**src/rtl/fetch_stage.sv**
```systemverilog
// Instruction fetch stage.
// Issues word fetches from pc into a small in-order instruction buffer and
// presents the buffer head to decode. Redirects flush the buffer and retarget
// fetch. A misaligned redirect target becomes a single fault entry, and fetch
// then parks until the next redirect.
module fetch_stage #(
    parameter logic [31:0] RESET_PC = 32'h0000_0000,
    parameter int          DEPTH    = 2
) (
    input  logic        clk,
    input  logic        rst,
    output logic        imem_valid,
    output logic [31:0] imem_addr,
    input  logic        imem_ready,
    input  logic [31:0] imem_rdata,
    input  logic        redirect_en,
    input  logic [31:0] redirect_pc,
    input  logic        stall,
    output logic        f_valid,
    output logic [31:0] f_pc,
    output logic [31:0] f_npc,
    output logic [31:0] f_instr,
    output logic        f_exception,
    output logic [3:0]  f_ecause,
    output logic [31:0] f_etval
);

    localparam int          PTR_W = (DEPTH > 2) ? 2 : 1;
    localparam int          CNT_W = $clog2(DEPTH + 1);
    localparam logic [31:0] NOP   = 32'h0000_0013;

    // Fetch pointer and the address held for an outstanding request.
    logic [31:0]      pc_q;
    logic [31:0]      req_addr_q;
    logic             pending_q;
    logic             discard_q;
    logic             halted_q;

    // Instruction buffer: circular storage plus occupancy.
    logic [31:0]      buf_pc    [DEPTH];
    logic [31:0]      buf_instr [DEPTH];
    logic             buf_exc   [DEPTH];
    logic [PTR_W-1:0] rd_ptr_q;
    logic [PTR_W-1:0] wr_ptr_q;
    logic [CNT_W-1:0] count_q;

    logic             has_room;
    logic             fire;
    logic             push;
    logic             pop;
    logic             head_valid;
    logic             misaligned;

    function automatic logic [PTR_W-1:0] ptr_inc(input logic [PTR_W-1:0] p);
        return (p == PTR_W'(DEPTH - 1)) ? '0 : p + PTR_W'(1);
    endfunction

    // Request, handshake and buffer-movement decisions for this cycle.
    // NOTE: every always_comb output gets a default on every path, so no latch is inferred.
    always_comb begin
        has_room   = count_q < CNT_W'(DEPTH);
        // An outstanding request is never retracted, even after a halting redirect.
        imem_valid = rst && (pending_q || (!halted_q && has_room));
        imem_addr  = pending_q ? req_addr_q : pc_q;
        fire       = imem_valid && imem_ready;
        push       = fire && !discard_q && !redirect_en;
        head_valid = rst && (count_q != '0);
        pop        = head_valid && !stall && !redirect_en;
        misaligned = redirect_en && (redirect_pc[1:0] != 2'b00);
    end

    // Control state: pc, request tracking, buffer pointers and occupancy.
    // NOTE: sequential state uses non-blocking assignments so every register samples pre-edge values.
    always_ff @(posedge clk) begin
        if (!rst) begin
            pc_q       <= RESET_PC;
            req_addr_q <= RESET_PC;
            pending_q  <= 1'b0;
            discard_q  <= 1'b0;
            halted_q   <= 1'b0;
            rd_ptr_q   <= '0;
            wr_ptr_q   <= '0;
            count_q    <= '0;
        end else if (redirect_en) begin
            pc_q     <= redirect_pc;
            rd_ptr_q <= '0;
            if (misaligned) begin
                wr_ptr_q <= PTR_W'(1);
                count_q  <= CNT_W'(1);
                halted_q <= 1'b1;
            end else begin
                wr_ptr_q <= '0;
                count_q  <= '0;
                halted_q <= 1'b0;
            end
            // A request still in flight keeps its address; its data will be dropped.
            if (imem_valid && !imem_ready) begin
                pending_q  <= 1'b1;
                discard_q  <= 1'b1;
                req_addr_q <= imem_addr;
            end else begin
                pending_q <= 1'b0;
                discard_q <= 1'b0;
            end
        end else begin
            if (fire) begin
                pending_q <= 1'b0;
                discard_q <= 1'b0;
            end else if (imem_valid) begin
                pending_q  <= 1'b1;
                req_addr_q <= imem_addr;
            end
            if (push) begin
                pc_q     <= imem_addr + 32'd4;
                wr_ptr_q <= ptr_inc(wr_ptr_q);
            end
            if (pop) begin
                rd_ptr_q <= ptr_inc(rd_ptr_q);
            end
            unique case ({push, pop})
                2'b10:   count_q <= count_q + CNT_W'(1);
                2'b01:   count_q <= count_q - CNT_W'(1);
                default: count_q <= count_q;
            endcase
        end
    end

    // Buffer payload writes: fetched words, or the fault entry of a misaligned redirect.
    // NOTE: the payload array is not reset; count_q alone decides which entries are live.
    always_ff @(posedge clk) begin
        if (rst) begin
            if (misaligned) begin
                buf_pc[0]    <= redirect_pc;
                buf_instr[0] <= NOP;
                buf_exc[0]   <= 1'b1;
            end else if (push) begin
                buf_pc[wr_ptr_q]    <= imem_addr;
                buf_instr[wr_ptr_q] <= imem_rdata;
                buf_exc[wr_ptr_q]   <= 1'b0;
            end
        end
    end

    // Present the buffer head to decode; all fields read zero when it is empty.
    always_comb begin
        f_valid     = head_valid;
        f_exception = 1'b0;
        f_pc        = '0;
        f_npc       = '0;
        f_instr     = '0;
        f_ecause    = 4'd0;
        f_etval     = '0;
        if (head_valid) begin
            f_exception = buf_exc[rd_ptr_q];
            f_pc        = buf_pc[rd_ptr_q];
            f_npc       = buf_pc[rd_ptr_q] + 32'd4;
            f_instr     = buf_exc[rd_ptr_q] ? NOP : buf_instr[rd_ptr_q];
            f_etval     = buf_exc[rd_ptr_q] ? buf_pc[rd_ptr_q] : 32'd0;
        end
    end

endmodule

```
**config.mk**
```make
export PLATFORM = sky130hd
export DESIGN_NAME = fetch_stage
export DESIGN_NICKNAME = d
export VERILOG_FILES = /design/src/rtl/fetch_stage.sv
export SDC_FILE = /design/constraint.sdc
export NUM_CORES = 1
export LEC_CHECK = 0
export ABC_AREA = 1
export BUFFER_PORTS_ARGS = -buffer_cell sky130_fd_sc_hd__buf_2
export CORE_MARGIN = 10
export CORE_UTILIZATION = 45
export CTS_BUF_LIST = sky130_fd_sc_hd__clkbuf_4 sky130_fd_sc_hd__clkbuf_8 sky130_fd_sc_hd__clkbuf_16
export DETAILED_ROUTE_END_ITERATION = 10
export GPL_TIMING_DRIVEN = 0
export PLACE_DENSITY_LB_ADDON = 0.12
export SYNTH_ARGS = -nofsm -noshare
export SYNTH_HDL_FRONTEND = slang
export SYNTH_SLANG_ARGS = --single-unit
```
**constraint.sdc**
```tcl
create_clock -name clk -period 13.1 [get_ports clk]
set_input_delay 2.62 -clock clk [delete_from_list [all_inputs] [get_ports clk]]
set_output_delay 2.62 -clock clk [all_outputs]
set_load 0.05 [all_outputs]
```
Word level (Yosys, flattened, before mapping):

Memories as Yosys holds them, arrays and structs flattened. A register that Yosys moved wholly into a read port is not among the register bits.
Cells that the tools add are included.

* mux-type cells: 49
* $lt $le $gt $ge: 1
* bitwise operators: 1
* $add $sub $neg: 6
* equality and inequality tests: 4
* reductions and logical operators: 28

Operators by type and width (count)
* 32-bit two-way mux: 15
* 32-bit by 3-bit adder with 32-bit output, second input constant: 2
* 32-bit OR reduction: 2
* 1-bit two-way mux: 32
* 1-bit logical AND: 10
* 2-bit nonzero test: 5
* 3-bit nonzero test: 2
* 1-bit zero test: 5
* 2-bit case mux with 2 select lines: 1
* 3-bit AND reduction: 1
* 1-bit adder, second input constant: 2
* 2-bit by 1-bit adder with 2-bit output, second input constant: 1
* 2-bit by 1-bit == test with 1-bit output, second input constant: 1
* 2-bit == test, second input constant: 1
* 2-bit less-than comparator, second input constant: 1
* 2-bit two-way mux: 1
* 2-bit by 1-bit inequality test with 1-bit output, second input constant: 1
* 2-bit inequality test, second input constant: 1
* 2-bit OR reduction: 1
* 2-bit by 1-bit subtractor with 2-bit output, second input constant: 1
* 1-bit logical OR: 1
* 1-bit NOT: 1
* 1-bit OR reduction: 1

* memories kept: 3
* output and inout port bits: 167
* memory bits (writable): 130
* register bits: 71

Memory list
* buf_instr: words 2, bits a word 32, read ports 1, clocked after memory_dff 1, write ports 1, line 41 `logic [31:0] buf_instr [DEPTH];`
* buf_pc: words 2, bits a word 32, read ports 1, clocked after memory_dff 1, write ports 1, line 40 `logic [31:0] buf_pc [DEPTH];`
* buf_exc: words 2, bits a word 1, read ports 1, clocked after memory_dff 1, write ports 1, line 42 `logic buf_exc [DEPTH];`

Depth between registers and ports, before layout:

Gate-level depths: netlist of the first run.

* depth in word-level cells: 13
* depth in mapped cells: 15
* depth with buffers taken out: 14

Worst setup path after synthesis of the first run:

Ideal clock, no wire load.

* path kind: input to register
* from: in rst
* to: mem buf_exc[0], enable pin
* arrival time: 9.188 ns
* stages: 8
* required time: 12.177 ns
* setup slack: 2.988 ns
* path through: buf_2 nand2_1 nor2_1 nand2_1 buf_2 clkbuf_1 nor2_1 a21oi_1

* longest elaborated chain between the ends: 10

Ends and longest elaborated chain
* from (decl): line 11 `input logic rst,`
* 1-bit logical AND: line 63 `imem_valid = rst && (pending_q || (!halted_q && has_room));`
* 1-bit logical AND: line 65 `fire = imem_valid && imem_ready;`
* 1-bit logical AND (2 in series): line 66 `push = fire && !discard_q && !redirect_en;`
* 1-bit two-way mux: line 136 `end else if (push) begin`
* 1-bit two-way mux: line 132 `if (misaligned) begin`
* 1-bit two-way mux: line 131 `if (rst) begin`
* 1-bit two-way mux (not written as such): line 139 `buf_exc[wr_ptr_q] <= 1'b0;`
* 1-bit OR reduction (no source line)
* 1-bit two-way mux (no source line)
* to (decl): line 42

Several ways; a longest one is shown, not always the timed one.

Worst setup path after layout of the first run:

* from: in rst
* to: out f_npc[20]

* longest elaborated chain between the ends: 2

Ends and longest elaborated chain
* 1-bit logical AND: line 67 `head_valid = rst && (count_q != '0);`
* 32-bit two-way mux: line 153 `if (head_valid) begin`
* to (decl): line 21 `output logic [31:0] f_npc,`

Every way passes these cells.

==> flow_metrics.tcl, run 1 <==
set metrics [dict create \
    detail_routed_via_count_per_cell 5.02 \
    cts_tree "built" \
    synth_area_sq_um 11000 \
    worst-endpoint-arrival_ps 4720 \
    remaining_global_route_overflow 0 \
    dieWidth_um 176 \
    hold_depth 2 \
    timing.critical_path.slowest_cell_delay_ps 510 \
    grt_antenna_before_repair 1 \
    hold_path_startpoint "halted_q" \
    floorplan.initialDensity_pct 45.5 \
    floorplan_row_count 57 \
    port-buffer-count 230 \
    required_ps 10480 \
    core-area_sq_um 24100 \
    ioPinCount 236 \
    p_leak_nw 6.28 \
    p_sw_w 0.000571 \
    critical-path-top-cell-by-count "sky130_fd_sc_hd__buf_2" \
    share_of_total_power_consumed_by_net_switching_pct 32.8 \
    startpoint_type "input port" \
    totalWireLength_um 37100 \
    most-common-layout-cells "517 x sky130_fd_sc_hd__nand2_1, 251 x sky130_fd_sc_hd__buf_2, 190 x sky130_fd_sc_hd__nor2_1" \
    endpoint_kind "output pin" \
    min_period_ps 7340 \
    worst-path-stages 7 \
    timing_max_transition_violations_final 0 \
    timing_worst_setup_path_type "input port to output pin" \
    clock_power_share_pct 36.2 \
    setup_repair_after_global_routing_missed_its_margin "no" \
    tritoncts.num_buffers 23 \
    worstHoldEndpoint "halted_q" \
    worstMarginPinSlew_ps 879 \
    cts.htree.levels 1 \
    die-area_sq_um 31000 \
    nNetsFinal 1834 \
    timing.setup.tns_ps 0 \
    synth_cell_type_count 39 \
    timing.rr.start "pending_q" \
    worst_path_max_delay_cell "sky130_fd_sc_hd__clkbuf_1" \
    hold_buffers 0 \
    worstPathMaxFanout 10 \
    grt_first_pass_wirelength_um 57100 \
    postSynth.topFlopCell "sky130_fd_sc_hd__edfxtp_1" \
    asyncSetResetFlopFracSynth_pct 0 \
    rrSetupSlack_ps 9810 \
    intPower_w 0.00117 \
    power.share.combinational_pct 22.4 \
    proportion_of_synthesized_chip_area_in_sequential_cells_pct 48.8 \
    drt_pre_antenna_iters 5 \
    antenna_left 0 \
    area_growth_pct 22.1 \
    via_count 10574 \
    syn_area_per_cell_sq_um 7.30 \
    slew_headroom_pct 40.8 \
    place_hpwl_um 29200 \
    layout_worst_path_cycle_share_pct 56.0 \
    initial_drt_markers 843 \
    syn-instance-count 1501 \
    die_y_um 176 \
    post_cts.resized_instances 0 \
    leading_cell_type_in_the_layout_fill_and_taps_excluded "sky130_fd_sc_hd__nand2_1" \
    cp_cell_sequence "buf_2, nand2_1, inv_1, clkbuf_1, o21ai_0, nor2_1, buf_2" \
    synth_enable_flop_cells 130 \
    peakVddDrop_mv 0.0869 \
    drive_above_1_share_pct 19.3 \
    grt_max_degree 33 \
    warnings_synthesis 0 \
    timing.critical_path.buf_inv 4 \
    post_dr_wirelength_cell_um 17.6 \
    yosys_register_bits 202 \
    cts_sinks 202 \
    max_freq_mhz 136 \
    timing.critical_path.max_delay_family "buffers and inverters" \
    first_global_vias 10216 \
    finalWeightedCongestion 0.992 \
    cts_setup_buffers 0 \
    global_route.usage.total_pct 23.2 \
    fin_skew_ps 22.6 \
    status "complete, no violations" \
    final.hold.worst_slack_ps 461 \
    crit-reg2reg-capture "buf_instr[0][11]" \
    power.density_cell_area_nw_per_um2 130 \
    rr_worst_depth 11 \
    clk_root_buffer_cell "sky130_fd_sc_hd__clkbuf_16" \
    timing.max_cap.violations 0 \
    worst_skew_pair.late_latency_ps 530 \
    drc 0 \
    max-clock-path-buffers 3 \
    timing.final.hold_violations 0 \
    timing.final.setup_violations 0 \
    worstHoldPathType "flop to flop" \
    seqPwrFrac_pct 41.4 \
    cts.clk_slew.worst_paths_ps 60 \
]
flip-flops by register name, summed over array words and instances (netlist names), named ones only:
| signal | flops |
|---|---|
| pending_q | 1 |
| buf_exc | 2 |
| buf_pc | 64 |
| buf_instr | 64 |
| halted_q | 1 |
| discard_q | 1 |
| req_addr_q | 32 |
| pc_q | 32 |
| rd_ptr_q | 1 |
| count_q | 2 |
| wr_ptr_q | 1 |
worst register-to-register path: stages (launching register included):
cell                       delay, ps
sky130_fd_sc_hd__dfxtp_1         320
sky130_fd_sc_hd__inv_2           170
sky130_fd_sc_hd__o21ai_1         100
sky130_fd_sc_hd__nand2_1         150
sky130_fd_sc_hd__nor2_1           90
sky130_fd_sc_hd__nand2_1          80
sky130_fd_sc_hd__buf_2           230
sky130_fd_sc_hd__clkbuf_1        600
sky130_fd_sc_hd__nor2_4          170
sky130_fd_sc_hd__a21oi_4         570
sky130_fd_sc_hd__buf_12          280
sky130_fd_sc_hd__buf_12          210
kinds of logic (layout without fill, tap and decap cells):
| kind of cell | after synthesis | after routing | share of synthesized area (%) |
|---|---|---|---|
| DFF | 202 | 202 | 48.8 |
| AOI/OAI and AO/OA | 228 | 228 | 11.2 |
| and+or+nand+nor | 792 | 792 | 28.7 |
| adders and majority gates | 2 | 2 | 0.228 |
| buffers and inverters | 260 | 536 | 9.73 |
| xor gates and xnor gates | 14 | 14 | 1.12 |
| other | 1 | 5 | 0.0342 |
| muxes | 2 | 2 | 0.183 |
per-layer routing:
layer  up-vias  part of all wire (%)  track usage, %
li1       5299                     -               -
met1      4799                    44            30.4
met2       413                    46            38.7
met3        63                   6.5            3.40
met4         0                   2.8            7.28
met5         -                     0               0
stage by stage:
| step | setup slack [ps] | cell area [sq um] | total power, W | utilization [%] | cells |
|---|---|---|---|---|---|
| 2_1_floorplan | 2990 | 11000 | 0.00101 | - | 1504 |
| 3_3_place_gp | -3850 | 12500 | 0.00112 | 52.0 | 2058 |
| 3_5_place_dp | 5730 | 12600 | 0.00112 | 52.4 | 2062 |
| 4_1_cts | 5720 | 13400 | 0.00175 | 55.5 | 2104 |
| 5_1_grt | 5600 | 13400 | 0.00181 | 55.5 | 2105 |
| 6_report | 5760 | 13400 | 0.00174 | 55.5 | 2105 |
final cells by class:
cell class                      instances  area [sq um]
Clock inverter                          6          75.1
Antenna cell                            1          2.50
Sequential cell                       202          5350
Timing Repair Buffer                  234          1230
Buffer                                 76           375
Inverter                              184           691
Tap cell                              324           405
Clock buffer                           36           673
Fill cell                            2415         10700
Multi-Input combinational cell       1042          4580
cell usage after synthesis (6+ instances only):
master | number | area [sq um]
sky130_fd_sc_hd__dfxtp_1 | 72 | 1440
sky130_fd_sc_hd__nor2_1 | 191 | 717
sky130_fd_sc_hd__a21oi_1 | 61 | 305
sky130_fd_sc_hd__nand2_1 | 517 | 1940
sky130_fd_sc_hd__edfxtp_1 | 130 | 3900
sky130_fd_sc_hd__a31oi_1 | 8 | 50.1
sky130_fd_sc_hd__buf_4 | 9 | 67.6
sky130_fd_sc_hd__nor2_2 | 7 | 43.8
sky130_fd_sc_hd__nand4_1 | 11 | 68.8
sky130_fd_sc_hd__buf_2 | 21 | 105
sky130_fd_sc_hd__inv_1 | 177 | 664
sky130_fd_sc_hd__buf_1 | 6 | 22.5
sky130_fd_sc_hd__o21ai_0 | 105 | 526
sky130_fd_sc_hd__xor2_1 | 14 | 123
sky130_fd_sc_hd__nand3_1 | 34 | 170
sky130_fd_sc_hd__o31ai_1 | 16 | 120
sky130_fd_sc_hd__inv_2 | 7 | 26.3
sky130_fd_sc_hd__clkbuf_1 | 36 | 135
sky130_fd_sc_hd__nor3_1 | 10 | 50.1
sky130_fd_sc_hd__nand2_2 | 6 | 37.5
sky130_fd_sc_hd__o21ai_1 | 26 | 130
power groups by stage:
stage               sequential [W]  combinational [W]  clock, W
finish                    0.000721           0.000391  0.000631
CTS                       0.000720           0.000391  0.000640
detailed placement        0.000733           0.000390         0
global placement          0.000738           0.000384         0
floorplan                 0.000733           0.000274         0
global route              0.000723           0.000423  0.000667
worst max-delay path by stage:
stage / startpoint / slack (ps) / end
after global routing: rst / 5600 / f_npc[16]
after floorplan: rst / 2990 / buf_exc[0]
after global placement: rst / -3850 / buf_instr[0][28]
final: rst / 5760 / f_npc[20]
after detailed placement: rst / 5730 / f_npc[20]
after CTS: rst / 5720 / f_npc[20]
Power figures use the tool's default switching activity.
==> run 2, diff against run 1 <==
==> constraint.sdc (replaced) <==
create_clock -name clk -period 7.1 [get_ports clk]
set_input_delay 1.42 -clock clk [delete_from_list [all_inputs] [get_ports clk]]
set_output_delay 1.42 -clock clk [all_outputs]
set_load 0.05 [all_outputs]
==> run 2 against run 1 <==
Worst hold slack better by 16 ps. Largest power group unchanged. Critical endpoint is now f_npc[7]. Final cell count is the same. Clock power increased by 85%. Sequential power grew 84%. Critical path depth is the same. Utilization rose by 0.093 points. Worst setup slack got worse by 3500 ps. Design area rose by 0.17%. Global-route usage is 0.12 points higher. Sequential share of layout area fell by 0.067 points.
==> flow_metrics.tcl, run 2 (synthesis gave the netlist of run 1 again) <==
set metrics [dict create \
    floorplan_row_count 57 \
    post_cts.resized_instances 0 \
    rrSetupSlack_ps 3600 \
    leading_cell_type_in_the_layout_fill_and_taps_excluded "sky130_fd_sc_hd__nand2_1" \
    timing_max_transition_violations_final 0 \
    power.density_cell_area_nw_per_um2 241 \
    port-buffer-count 230 \
    area_growth_pct 22.3 \
    global_route.usage.total_pct 23.3 \
    min_period_ps 4850 \
    first_global_vias 10204 \
    floorplan.initialDensity_pct 45.5 \
    grt_antenna_before_repair 0 \
    nNetsFinal 1834 \
    endpoint_kind "output pin" \
    die-area_sq_um 31000 \
    antenna_left 0 \
    setup_repair_after_global_routing_missed_its_margin "no" \
    totalWireLength_um 37400 \
    most-common-layout-cells "517 x sky130_fd_sc_hd__nand2_1, 251 x sky130_fd_sc_hd__buf_2, 190 x sky130_fd_sc_hd__nor2_1" \
    largest_registers "buf_instr: 64 flops, buf_pc: 64 flops" \
    grt_first_pass_wirelength_um 57600 \
    drc 0 \
    cts_sinks 202 \
    cts.htree.levels 1 \
    detail_routed_via_count_per_cell 5.06 \
    drt_pre_antenna_iters 7 \
    timing.setup.tns_ps 0 \
    layout_worst_path_cycle_share_pct 68.3 \
    post_dr_wirelength_cell_um 17.8 \
    tritoncts.num_buffers 23 \
    timing.rr.start "pending_q" \
    grt_max_degree 27 \
    worst-endpoint-arrival_ps 3430 \
    timing_worst_setup_path_type "input port to output pin" \
    peakVddDrop_mv 0.185 \
    finalWeightedCongestion 0.986 \
    worstPathMaxFanout 10 \
    status "complete, no violations" \
    worst_skew_pair.late_latency_ps 510 \
    cts_setup_buffers 0 \
    worstMarginPinSlew_ps 953 \
    p_leak_nw 6.29 \
    hold_path_startpoint "req_addr_q[19]" \
    timing.final.hold_violations 0 \
    core-area_sq_um 24100 \
    power_w 0.00323 \
    fillerInstances 2418 \
    drive_above_1_share_pct 19.4 \
    cts_tree "built" \
    slew_headroom_pct 36.3 \
    required_ps 5680 \
    fin_skew_ps 20.1 \
    die_y_um 176 \
    timing.max_cap.violations 0 \
    remaining_global_route_overflow 0 \
    startpoint_type "input port" \
    cp-startpoint "rst" \
    ioPinCount 236 \
    timing.final.setup_violations 0 \
    max_freq_mhz 206 \
    clk_root_buffer_cell "sky130_fd_sc_hd__clkbuf_16" \
    worstHoldPathType "flop to flop" \
    hold_buffers 0 \
    initial_drt_markers 943 \
    via_count 10641 \
    dieWidth_um 176 \
    max-clock-path-buffers 3 \
    cts.clk_slew.worst_paths_ps 60 \
    place_hpwl_um 29300 \
]
[run 2: cell types whose count changed in the layout (fill, tap and decap cells not counted), sizes merged]
cell    change
clkinv      +2
clkbuf      -2
[run 2: where the power goes]
part / internal, W / leakage, nW / switching (W)
Clock: 0.000706 / 0.387 / 0.000468
Combinational: 0.000157 / 4.04 / 0.000568
Sequential: 0.00131 / 1.86 / 0.0000214
Total: 0.00217 / 6.29 / 0.00106
[run 2: final timing paths]
path                    end  cells past startpoint
min          req_addr_q[19]                      2
min reg2reg  req_addr_q[19]                      2
max                f_npc[7]                      7
max reg2reg   buf_pc[0][20]                     10
[run 2: layout make-up]
class                           instances  area, sq um  area share (%)
Multi-Input combinational cell       1042         4580            34.2
Buffer                                 76          375            2.80
Antenna cell                            1         2.50          0.0187
Tap cell                              324          405            3.03
Clock inverter                          8         73.8           0.551
Inverter                              184          691            5.15
Sequential cell                       202         5350            39.9
Timing Repair Buffer                  234         1250            9.30
Clock buffer                           34          682            5.09
[run 2: layer usage]
metal | GRT usage (%) | vias up | wire (um)
li1 | - | 5304 | -
met1 | 30.6 | 4873 | 16300
met2 | 38.9 | 419 | 17400
met3 | 4.68 | 45 | 3060
met4 | 5.05 | 0 | 717
met5 | 0 | - | 0
[run 2: critical path, cell delays in order]
cell and delay (ps):
sky130_fd_sc_hd__buf_2 210, sky130_fd_sc_hd__nand2_1 350, sky130_fd_sc_hd__inv_1 280, sky130_fd_sc_hd__clkbuf_1 480, sky130_fd_sc_hd__o21ai_0 170, sky130_fd_sc_hd__a21oi_1 200, sky130_fd_sc_hd__buf_2 300
[run 2: metrics by stage]
stage / instance area (sq um) / utilization (%) / worst slack, ps / hold slack, ps / cells
global route: 13400 / 55.6 / 2090 / 496 / 2104
finish: 13400 / 55.6 / 2250 / 477 / 2105
CTS: 13400 / 55.6 / 2260 / 477 / 2104
detailed placement: 12600 / 52.4 / 2260 / 467 / 2062
global placement: 12500 / 52.0 / -4190 / 452 / 2058
floorplan: 11000 / - / 346 / 428 / 1504
==> run 3, diff against run 2 <==
--- a/config.mk
+++ b/config.mk
@@ -5,7 +5,7 @@
 export SDC_FILE = /design/constraint.sdc
 export NUM_CORES = 1
 export LEC_CHECK = 0
-export ABC_AREA = 1
+export ABC_AREA = 0
 export BUFFER_PORTS_ARGS = -buffer_cell sky130_fd_sc_hd__buf_2
 export CORE_MARGIN = 10
 export CORE_UTILIZATION = 45
==> constraint.sdc (replaced) <==
create_clock -name clk -period 4.3 [get_ports clk]
set_input_delay 0.86 -clock clk [delete_from_list [all_inputs] [get_ports clk]]
set_output_delay 0.86 -clock clk [all_outputs]
set_load 0.05 [all_outputs]
==> run 3 against run 2 <==
Power is 54% higher. Design area fell by 2.2%. Via count is 10% lower. Worst hold slack worse by 1.2 ps. Sequential power grew 65%. Global-route usage increased by 0.36 points. Non-clock buffer count stayed put.
==> flow_metrics.tcl, run 3 <==
set metrics [dict create \
    worstMarginPinSlew_ps 984 \
    cts_sinks 202 \
    synth-adder-area-share_pct 0.233 \
    top_cells_by_instance_count_after_synthesis "138 x sky130_fd_sc_hd__nor2_1, 130 x sky130_fd_sc_hd__edfxtp_1, 129 x sky130_fd_sc_hd__nand2_1, 93 x sky130_fd_sc_hd__mux2i_1, 93 x sky130_fd_sc_hd__o21ai_0" \
    finalWeightedCongestion 0.939 \
    timing_worst_setup_path_type "flop to output pin" \
    cts.clk_slew.worst_paths_ps 60 \
    peakVddDrop_mv 0.243 \
    seqCellArea_sq_um 5350 \
    synth.mux.area_fraction_pct 9.23 \
    startpoint_type "flop" \
    drive_above_1_share_pct 24.3 \
    timing.rr.start "pending_q" \
    most-common-layout-cells "238 x sky130_fd_sc_hd__buf_2, 138 x sky130_fd_sc_hd__nor2_1, 130 x sky130_fd_sc_hd__edfxtp_1" \
    via_count 9553 \
    tritoncts.num_buffers 22 \
    yosysMostFrequentCell "sky130_fd_sc_hd__nor2_1" \
    top_cells_by_area_synth "sky130_fd_sc_hd__edfxtp_1 36%, sky130_fd_sc_hd__dfxtp_1 13%, sky130_fd_sc_hd__mux2i_1 8.7%, sky130_fd_sc_hd__nor2_1 4.8%, sky130_fd_sc_hd__nand2_1 4.5%" \
    cts_tree "built" \
    floorplan_row_count 56 \
    yosys_register_bits 202 \
    postSynth.topFlopCell "sky130_fd_sc_hd__edfxtp_1" \
    synth_top_family_by_area "simple AND/OR/NAND/NOR gates" \
    first_global_vias 9346 \
    dieWidth_um 174 \
    grt_max_degree 66 \
    power.share.combinational_pct 17.7 \
    worstPathMaxFanout 19 \
    p_sw_w 0.00146 \
    timing_max_transition_violations_final 0 \
    die-area_sq_um 30400 \
    final.hold.worst_slack_ps 476 \
    worstHoldPathType "flop to flop" \
    place_hpwl_um 28300 \
    seqPwrFrac_pct 44.2 \
    timing.max_cap.violations 0 \
    synth_cell_type_count 79 \
    area_growth_pct 22.2 \
    required_ps 3440 \
    layout_worst_path_cycle_share_pct 96.4 \
    finalInstanceArea_sq_um 13100 \
    ioPinCount 236 \
    leading_cell_type_in_the_layout_fill_and_taps_excluded "sky130_fd_sc_hd__buf_2" \
    detail_routed_via_count_per_cell 5.66 \
    timing.final.setup_violations 0 \
    fin_skew_ps 13.3 \
    initial_drt_markers 992 \
    fraction_of_the_mapped_netlist_area_in_compound_gates_pct 12.0 \
    asyncSetResetFlopFracSynth_pct 0 \
    min_period_ps 4150 \
    fillerInstances 2160 \
    dpl-instance-area_sq_um 12300 \
    multi_input_area_sq_um 4860 \
    clock_power_share_pct 38.1 \
    post_synthesis_xor_xnor_area_fraction_pct 2.45 \
    intPower_w 0.00352 \
    status "complete, no violations" \
    antenna_left 0 \
    cts.htree.levels 1 \
    hold_depth 2 \
    worst_skew_pair.late_latency_ps 510 \
    syn-instance-count 1092 \
    synth_area_sq_um 10700 \
    slew_headroom_pct 32.5 \
    synth_top_cell_by_area "sky130_fd_sc_hd__edfxtp_1" \
    rr_worst_depth 12 \
    nNetsFinal 1422 \
    crit-reg2reg-capture "pc_q[28]" \
    proportion_of_synthesized_chip_area_in_sequential_cells_pct 49.9 \
    drc 0 \
    die_y_um 174 \
    grt_first_pass_wirelength_um 56600 \
    globalRoute.busiestLayer "met2" \
    post_dr_wirelength_cell_um 22.3 \
    clk_root_buffer_cell "sky130_fd_sc_hd__clkbuf_16" \
    global_route.usage.total_pct 23.7 \
    share_of_total_power_consumed_by_net_switching_pct 29.3 \
    gr_met1_demand_resource_pct 31.0 \
    floorplan.initialDensity_pct 45.7 \
    power.density_cell_area_nw_per_um2 380 \
    timing.final.hold_violations 0 \
    gr-usage-met3_pct 6.26 \
    endpoint_kind "output pin" \
    synth_simple_gate_area_share_pct 21.1 \
    setup_repair_after_global_routing_missed_its_margin "yes" \
    max_freq_mhz 241 \
    totalWireLength_um 37700 \
    worst-endpoint-arrival_ps 3290 \
    syn_area_per_cell_sq_um 9.82 \
    core-area_sq_um 23500 \
    max-clock-path-buffers 3 \
    largest_registers "buf_instr: 64 flops, buf_pc: 64 flops" \
    grt_antenna_before_repair 3 \
    synth_enable_flop_cells 130 \
    rrSetupSlack_ps 490 \
    warnings_synthesis 0 \
    drt_pre_antenna_iters 5 \
    yosys.area.top_type_share_pct 36.4 \
    port-buffer-count 230 \
    remaining_global_route_overflow 0 \
    grtUsageMet2_pct 37.7 \
    p_leak_nw 5.39 \
    hold_path_startpoint "req_addr_q[28]" \
    worstHoldEndpoint "req_addr_q[28]" \
]
## run 3: changes by cell type after synthesis, sizes merged, moves of 9 or more
cell | previous run | this run
a21oi | 61 | 11
a22o | 3 | 14
and2 | 2 | 39
inv | 184 | 37
mux2i | 2 | 94
nand2 | 523 | 129
nand3 | 35 | 59
nand4 | 11 | 20
nand4b | 0 | 12
nor2 | 199 | 139
o21ai | 135 | 98
xnor2 | 0 | 27
xor2 | 14 | 3
## run 3: logic make-up (layout without fill, tap and decap cells)
family                   Yosys count  in the layout
adder cells (fa/ha/maj)            2              2
flip-flops                       202            202
multiplexers                      98             98
AO/OA/AOI/OAI                    190            190
XOR/XNOR                          30             30
AND/OR/NAND/NOR                  454            454
buffers and inverters            115            386
other                              1              6
## run 3: cell type report
type                            instances  share of cell area [%]
Sequential cell                       202                    40.8
Timing Repair Buffer                  234                    9.28
Inverter                               37                    1.06
Clock buffer                           29                    4.78
Clock inverter                         10                   0.735
Multi-Input combinational cell        778                    37.1
Buffer                                 76                    3.15
Tap cell                              319                    3.05
Antenna cell                            2                  0.0382
## run 3: metrics by stage
| stage | util, % | instances | setup TNS [ps] | power [W] | worst slack, ps |
|---|---|---|---|---|---|
| after global placement | 52.4 | 1644 | -216870 | 0.00310 | -1780 |
| after global routing | 55.8 | 1687 | -14.6 | 0.00515 | -14.6 |
| after floorplan | - | 1095 | 0 | 0.00283 | 72.9 |
| after detailed placement | 52.6 | 1646 | -797 | 0.00311 | -292 |
| final | 55.8 | 1687 | 0 | 0.00498 | 155 |
| after CTS | 55.7 | 1685 | 0 | 0.00499 | 66.2 |
## run 3: worst max path at each step
stage                            from                to  slack, ps
after global placement    redirect_en  buf_instr[0][14]      -1780
final                            flop         f_npc[22]        150
after CTS                        flop         f_npc[22]         70
after detailed placement         flop         f_npc[22]       -290
after floorplan                  flop         f_npc[26]         70
after global routing             flop         f_npc[22]        -10
## run 3: what timing repair did
item                       CTS  global route
hold buffers                 0             0
gates resized for setup      3             6
pin swaps                    1             0
setup endpoints to repair   13             8
setup buffers                2             0
## run 3: power groups by stage
stage	combinational, W	sequential (W)	clock, W
after global placement	0.000859	0.00224	0
after CTS	0.000875	0.00220	0.00192
final	0.000882	0.00220	0.00190
after floorplan	0.000600	0.00223	0
after global routing	0.000935	0.00221	0.00201
after detailed placement	0.000872	0.00224	0
## run 3: per-layer routing
metal	routed length [um]	share of wire (%)
met1	15800	42
met2	17200	46
met3	3800	10
met4	854	2.3
met5	0	0
## run 3: worst max-delay path, stage by stage, from the launching register on
cell and delay, ps:
sky130_fd_sc_hd__dfxtp_1 320, sky130_fd_sc_hd__buf_6 150, sky130_fd_sc_hd__buf_12 200, sky130_fd_sc_hd__buf_12 190, sky130_fd_sc_hd__mux2i_1 160, sky130_fd_sc_hd__inv_1 110, sky130_fd_sc_hd__ha_2 250, sky130_fd_sc_hd__nand4_1 160
sky130_fd_sc_hd__a22oi_4 250, sky130_fd_sc_hd__nand4_2 220, sky130_fd_sc_hd__nor3_2 180, sky130_fd_sc_hd__mux2_1 350, sky130_fd_sc_hd__buf_2 220
